===== config.mk =====
export PLATFORM = sky130hd
export DESIGN_NAME = gpio_cfg_loader
export DESIGN_NICKNAME = d
export VERILOG_FILES = /design/src/rtl/gpio_cfg_loader.sv
export SDC_FILE = /design/constraint.sdc
export NUM_CORES = 1
export LEC_CHECK = 0
export BUFFER_PORTS_ARGS = -buffer_cell sky130_fd_sc_hd__buf_4
export CAP_MARGIN = 20
export CORE_MARGIN = 1.5
export CORE_UTILIZATION = 41
export CTS_CLUSTER_SIZE = 30
export DETAILED_ROUTE_END_ITERATION = 8
export PLACE_DENSITY_LB_ADDON = 0.15
export SLEW_MARGIN = 10
export SYNTH_ARGS = -nofsm -noshare
export SYNTH_HDL_FRONTEND = slang
export SYNTH_SLANG_ARGS = --single-unit
export TNS_END_PERCENT = 1

===== constraint.sdc =====
create_clock -name clk -period 4.55 [get_ports clk]
set_input_delay 0.455 -clock clk [delete_from_list [all_inputs] [get_ports clk]]
set_output_delay 0.455 -clock clk [all_outputs]
set_load 0.05 [all_outputs]

===== src/rtl/gpio_cfg_loader.sv =====
// gpio_cfg_loader
// Turns the PS GPIO control bus into PL configuration traffic. Each serial
// clock line shifts the shared data bit (GPIO bit 0) into its own word. A
// completed word is queued as pending and then written through a single
// config write port. Line 2 is the exception: it loads channel_sel directly.
// Level lines are synchronised, and the trigger and flush lines become
// one-cycle pulses.

module gpio_cfg_loader #(
    parameter int GPIO_W      = 16,
    parameter int REG_W       = 32,
    parameter int SEL_W       = 16,
    parameter int SYNC_STAGES = 2
) (
    input  logic              clk,
    input  logic              rst,
    input  logic [GPIO_W-1:0] gpio_in,
    output logic [SEL_W-1:0]  channel_sel,
    output logic              cfg_wr_en,
    output logic [3:0]        cfg_wr_addr,
    output logic [REG_W-1:0]  cfg_wr_data,
    output logic              cfg_overrun,
    output logic              pl_rst_req,
    output logic              trigger_pulse,
    output logic              adc_flush_pulse,
    output logic              adc_use_dummy_data,
    output logic              adc_readout_enable
);

    // Function codes are fixed at 16 regardless of bus width.
    localparam int FUNC_N = 16;
    localparam int CNT_W  = $clog2(REG_W);

    // Word width of each serial line; 0 marks a non-serial line.
    function automatic int line_width(input int k);
        case (k)
            1, 3, 7, 8, 9, 10, 11: line_width = REG_W;
            2:                     line_width = SEL_W;
            4, 12:                 line_width = 1;
            default:               line_width = 0;
        endcase
    endfunction

    // Mask with the low w bits set, so narrow words come out zero-extended.
    function automatic logic [REG_W-1:0] width_mask(input int w);
        logic [REG_W-1:0] m;
        m = '0;
        for (int i = 0; i < REG_W; i++) begin
            if (i < w) begin
                m[i] = 1'b1;
            end else begin
                m[i] = 1'b0;
            end
        end
        return m;
    endfunction

    logic [GPIO_W-1:0] sync_r [SYNC_STAGES];
    logic [GPIO_W-1:0] hist_r;
    logic [GPIO_W-1:0] gpio_s;
    logic [GPIO_W-1:0] rise_s;
    logic              sdata_s;
    logic              abort_s;

    logic [REG_W-2:0]  shift_r     [FUNC_N];
    logic [REG_W-1:0]  hold_r      [FUNC_N];
    logic [CNT_W-1:0]  cnt_r       [FUNC_N];
    logic [REG_W-1:0]  next_word_s [FUNC_N];
    logic [FUNC_N-1:0] pending_r;
    logic              sel_load_r;
    logic [SEL_W-1:0]  channel_sel_r;
    logic              overrun_r;

    logic              grant_valid_s;
    logic [3:0]        grant_idx_s;

    // Synchroniser chain plus one history stage used for edge detection.
    always_ff @(posedge clk) begin
        if (rst) begin
            for (int i = 0; i < SYNC_STAGES; i++) begin
                sync_r[i] <= '0;
            end
            hist_r <= '0;
        end else begin
            sync_r[0] <= gpio_in;
            for (int i = 1; i < SYNC_STAGES; i++) begin
                sync_r[i] <= sync_r[i-1];
            end
            hist_r <= sync_r[SYNC_STAGES-1];
        end
    end

    // Data and clock lines come from the same synchronised vector, so they share latency.
    always_comb begin
        gpio_s  = sync_r[SYNC_STAGES-1];
        rise_s  = gpio_s & ~hist_r;
        sdata_s = gpio_s[0];
        abort_s = gpio_s[5];
    end

    // Candidate word per line: shift in the data bit and trim to the line's width.
    always_comb begin
        for (int k = 0; k < FUNC_N; k++) begin
            next_word_s[k] = {shift_r[k], sdata_s} & width_mask(line_width(k));
        end
    end

    // Fixed-priority arbiter: the lowest pending function code wins.
    always_comb begin
        grant_valid_s = 1'b0;
        grant_idx_s   = 4'd0;
        for (int k = FUNC_N - 1; k >= 0; k--) begin
            if (pending_r[k]) begin
                grant_valid_s = 1'b1;
                grant_idx_s   = 4'(k);
            end else begin
                grant_valid_s = grant_valid_s;
            end
        end
    end

    // Per-line shift, bit count, completion, pending flags and channel_sel.
    always_ff @(posedge clk) begin
        if (rst) begin
            for (int k = 0; k < FUNC_N; k++) begin
                shift_r[k] <= '0;
                hold_r[k]  <= '0;
                cnt_r[k]   <= '0;
            end
            pending_r     <= '0;
            sel_load_r    <= 1'b0;
            channel_sel_r <= '0;
            overrun_r     <= 1'b0;
        end else begin
            sel_load_r <= 1'b0;
            for (int k = 0; k < FUNC_N; k++) begin
                if (line_width(k) == 0) begin
                    // Not a serial line: no per-line state.
                end else if (abort_s) begin
                    cnt_r[k]     <= '0;
                    pending_r[k] <= 1'b0;
                end else begin
                    // A grant clears pending. A completion in the same cycle overrides it below.
                    if (grant_valid_s && (grant_idx_s == 4'(k))) begin
                        pending_r[k] <= 1'b0;
                    end
                    if (rise_s[k]) begin
                        shift_r[k] <= next_word_s[k][REG_W-2:0];
                        if (cnt_r[k] == CNT_W'(line_width(k) - 1)) begin
                            cnt_r[k]  <= '0;
                            hold_r[k] <= next_word_s[k];
                            if (k == 2) begin
                                sel_load_r <= 1'b1;
                            end else begin
                                pending_r[k] <= 1'b1;
                                if (pending_r[k]) begin
                                    overrun_r <= 1'b1;
                                end
                            end
                        end else begin
                            cnt_r[k] <= cnt_r[k] + CNT_W'(1);
                        end
                    end
                end
            end
            if (abort_s) begin
                channel_sel_r <= '0;
            end else if (sel_load_r) begin
                channel_sel_r <= hold_r[2][SEL_W-1:0];
            end
        end
    end

    // Registered write port, level outputs and edge pulses.
    always_ff @(posedge clk) begin
        if (rst) begin
            cfg_wr_en          <= 1'b0;
            cfg_wr_addr        <= 4'd0;
            cfg_wr_data        <= '0;
            pl_rst_req         <= 1'b0;
            trigger_pulse      <= 1'b0;
            adc_flush_pulse    <= 1'b0;
            adc_use_dummy_data <= 1'b0;
            adc_readout_enable <= 1'b0;
        end else begin
            cfg_wr_en <= grant_valid_s & ~abort_s;
            if (grant_valid_s && !abort_s) begin
                cfg_wr_addr <= grant_idx_s;
                cfg_wr_data <= hold_r[grant_idx_s];
            end
            pl_rst_req         <= gpio_s[5];
            trigger_pulse      <= rise_s[6];
            adc_flush_pulse    <= rise_s[13];
            adc_use_dummy_data <= gpio_s[14];
            adc_readout_enable <= gpio_s[15];
        end
    end

    assign channel_sel = channel_sel_r;
    assign cfg_overrun = overrun_r;

endmodule

# Word level (Yosys, flattened, before mapping)
# Memory sizes are Yosys's and may differ from the RTL's. A register that Yosys moved wholly into a read port is not among the register bits.
# Index checks and enable logic that the tools add are counted.
[totals]
ff_bits = 44
ramBits = 1120
inputBits = 18
wordCells = 807
n_memories = 4
[mem_list]
columns = ["name", "depth", "width", "read_ports", "rd_clocked_by_memory_dff", "wr", "line_no", "rtl"]
rows = [
  ["hold_r", 16, 32, 2, 2, 16, "66", "logic [REG_W-1:0] hold_r [FUNC_N];"],
  ["shift_r", 16, 31, 8, 0, 16, "65", "logic [REG_W-2:0] shift_r [FUNC_N];"],
  ["cnt_r", 16, 5, 16, 0, 16, "67", "logic [CNT_W-1:0] cnt_r [FUNC_N];"],
  ["sync_r", 2, 16, 2, 0, 2, "58", "logic [GPIO_W-1:0] sync_r [SYNC_STAGES];"],
]
[op_classes]
n_addsub = 32
eq_ne = 31
n_mux = 613
n_bitwise = 87
reduce_logical = 26
[ops]
columns = ["op", "n"]
rows = [
  ["$mux W32", 20],
  ["$mux W5", 112],
  ["$mux W31", 16],
  ["$mux W1", 447],
  ["$logic_not A32 Y1", 4],
  ["$or A1 B1 Y1", 82],
  ["$add A5 B1 Y5 const B", 16],
  ["$eq A5 B5 Y1", 16],
  ["$sub A5 B2 Y5 const B", 16],
  ["$mux W4", 16],
  ["$eq A4 B4 Y1 const B", 8],
  ["$mux W16", 2],
  ["$logic_and A1 B1 Y1", 17],
  ["$and A16 B16 Y16", 1],
  ["$eq A4 B3 Y1 const B", 4],
  ["$not A16 Y16", 1],
  ["$eq A4 B2 Y1 const B", 2],
  ["$eq A4 B1 Y1 const B", 1],
  ["$logic_not A4 Y1", 1],
  ["$not A1 Y1", 2],
  ["$reduce_and A2 Y1", 1],
  ["$reduce_bool A2 Y1", 1],
  ["$reduce_or A2 Y1", 1],
  ["$and A1 B1 Y1", 1],
  ["$logic_not A1 Y1", 1],
]

# Logic depth before layout (Yosys ltp)
[logic_depth]
word_depth = 88
mapped_depth = 8
depth_no_buf = 7

# Worst setup path after synthesis
# Ideal clock, no wire load.
[synth_timing]
path_kind = "register to register"
start = "mem sync_r[1][5] (netlist: sync_r[0][21])"
end = "mem hold_r[10][0] (enable)"
setup_ns = 0.391
t_arrival_ns = 3.804
setup_slack_ns = 0.356
path_stages_with_launch = 4
path_buffers = 1
period_less_slack_ns = 4.194
path_cell_list = "dfxtp_1 -> clkbuf_1 -> o21ai_0 -> o21a_1"
[synth_rtl]
columns = ["item", "line_no"]
rows = [
  ["start, declared", "58"],
  ["end, declared", "66"],
]

# Worst setup path after layout
[layout_timing]
start = "reg pending_r[4]"
end = "reg cfg_wr_data[2], read port of hold_r"
[layout_between]
elab_chain_len = 6
[layout_rtl]
columns = ["item", "line_no", "rtl"]
rows = [
  ["start, declared", "69", "logic [FUNC_N-1:0] pending_r;"],
  ["start signal, assigned", "130", "pending_r <= '0;"],
  ["start signal, assigned by index", "141", "pending_r[k] <= 1'b0;"],
  ["start signal, assigned by index", "145", "pending_r[k] <= 1'b0;"],
  ["$mux W1 (5 in series)", "113", "if (pending_r[k]) begin"],
  ["$logic_and A1 B1 Y1", "187", "if (grant_valid_s && !abort_s) begin"],
  ["end, declared", "21", "output logic [REG_W-1:0] cfg_wr_data,"],
]
# Parallel ways exist; a longest one is shown, timed or not.
# A chain may end at the register's enable or synchronous reset.

==> qor.txt <==
Num Clock Sinks = 637
final setup TNS = 0 ps
status = complete, no violations
grt ovf = 0
minimum clock period = 3100 ps
Total Wirelength = 64900 um
via count = 15300
worst vdd ir = 210 uV
RSZ-0062 raised after global routing = no
endpoints failing setup = 0
CTS Root Buffer Type = clkbuf_16
Synth async-reset ratio = 0
clk buf depth = 3
routability cong. = 0.897
R2R Path Start = pending_r[4]
PD cells = 428 mW/mm^2
Mapped Area = 0.0257 mm^2
r2r setup slk = 1450 ps
synthesized flop and latch total = 637
Synth cell types = 63
Main synth FF type = edfxtp_1
crit path launch = pending_r[4]
initial DRC count = 1408
postcts setup bufs = 0
number of buffers created by CTS = 69
first-pass GRT wire length = 97800 um
EDFF count, synth = 524
Pre-antenna DRT Iters = 8
reg-to-reg endpoint = cfg_wr_data[2]
register area share after synthesis = 0.701
critical path endpoint = cfg_wr_data[2]
Final Cycle Share = 0.682
hold_buf cts = 0
WL/cell = 22.9 um
CP Data Required Time = 5080 ps
num rows = 91
die area = 0.0642 mm^2
total power draw = 12.6 mW
relative slew slack = 0.292
Antenna Nets Post-Route = 0
Post-route DRC = 0
# nets final = 1979
vias in the first global route = 15100
largest net degree at the start of global routing = 130
hpwl dp = 40200 um
top cell type's share of synthesized area = 0.613
Ys Warns = 0
layout cells sized above 1 = 0.121
Reg2Reg Depth = 6
Crit. End Element = flip-flop
Synth Area per Inst = 13.6 um^2
antenna violations before repair = 2
Die Height = 253 um
port bufs = 76
Hold Path Class = input port to flip-flop
Max FO, Critical Path = 26
clk slew on worst S/H paths = 60 ps
routed vias/inst = 5.41
Syn Nets = 1924
area delta synth->final = 14.6%
CP Class = flip-flop to flip-flop
most frequent cells after synthesis = edfxtp_1, and2_1, and3_1, nor2b_1, dfxtp_1
CTS tree = built
core area = 0.0618 mm^2
top cells by area in the synthesized netlist = edfxtp_1, dfxtp_1, and2_1, and3_1, nor2b_1
final hold viol count = 0
startpoint types = flip-flop
Die X = 253 um
Leak = 11.1 nW
FMAX = 322 MHz
clk_skew = 13.3 ps
Pins Over Slew Limit = 0
worst skew pair latency = 600 ps
max_cap viols = 0
IO Pins = 77
starting density of the core = 0.415
htree depth = 3
Crit path arrival time = 3630 ps
most common cell in the netlist = edfxtp_1
Syn Inst Count = 1886
# diodes = 0
Slew @ Worst Pin = 1060 ps
Total Routing Usage GR = 0.205
Resized cells post-CTS = 0
area leader, netlist = edfxtp_1
Hold Crit Start = gpio_in[0]
## state kept, by name (all words and copies together), names as in the netlist
register / flops
shift_r: 232
pending_r: 9
cfg_overrun: 1
cfg_wr_en: 1
hold_r: 242
adc_flush_pulse: 1
cfg_wr_data: 32
cnt_r: 50
sel_load_r: 1
channel_sel: 16
hist_r: 14
trigger_pulse: 1
cfg_wr_addr: 4
adc_readout_enable: 1
sync_r: 32
## cells in the final DEF (no fill, tap or decap), drive strengths merged, types with 5 or more instances in the layout
master	instances
a21boi	5
a21oi	43
a222oi	33
a22o	25
a31oi	5
a32oi	23
and2	205
and3	176
buf	116
clkbuf	92
clkinv	28
dfxtp	113
edfxtp	524
ha	20
inv	38
mux2i	41
nand2	35
nand2b	15
nand3	19
nor2	74
nor2b	146
nor3	21
o211ai	7
o21a	9
o21ai	99
o31ai	7
or3	6
xnor2	10
xor2	12
## critical path, stage by stage, from the launching register on
cell and delay (ps):
dfxtp_1 480, or2_2 630, o31ai_4 620, buf_4 410, a32oi_1 130, o21ai_0 520, a22o_1 230
## power by group
part           leakage, nW  internal [mW]  switching [mW]
clock                 1.07           3.19            2.25
combinational         3.77          0.131           0.352
sequential            6.25           6.58           0.105
total                 11.1           9.90            2.71
## layout make-up
type	instances	area [um^2]
fill	5483	32400
clock inverter	32	224
sequential	637	18000
tap	837	1050
clock buffer	92	1960
inverter	37	139
timing repair buffer	116	923
multi-input combinational	1080	7140
## cell families (layout without fill, tap and decap cells)
logic type               count (synthesis)  in the layout  synth area share
AND/OR/NAND/NOR                        714            714             0.163
adder cells (fa/ha/maj)                 20             20           0.00974
multiplexers                            42             42            0.0164
XOR/XNOR                                22             22           0.00750
flip-flops                             637            637             0.701
buffers and inverters                  169            277            0.0264
AO/OA/AOI/OAI                          282            282            0.0766
## per-stage QoR
stage	util	area [um^2]	std cells	hold WS, ps	setup WS, ps
global placement	0.440	27200	2705	377	1400
CTS	0.476	29400	2830	35.7	1450
global route	0.476	29400	2831	53.0	1350
finish	0.476	29400	2831	74.2	1450
floorplan	-	25700	1886	367	356
detailed placement	0.441	27200	2706	380	1490
## worst min path at each step
stage	to	cells after the start
floorplan	adc_flush_pulse	1
global placement	adc_flush_pulse	1
detailed placement	trigger_pulse	1
CTS	sync_r[0][15]	2
global route	sync_r[0][0]	2
finish	sync_r[0][0]	2
## metal layers
metal	GRT usage	vias to the layer above	wire [um]
met5	0	-	0
met4	0.0679	0	1760
met3	0.0327	104	3420
met2	0.319	454	30100
met1	0.291	7704	29700
li1	-	7063	-
Power figures use the tool's default switching activity.
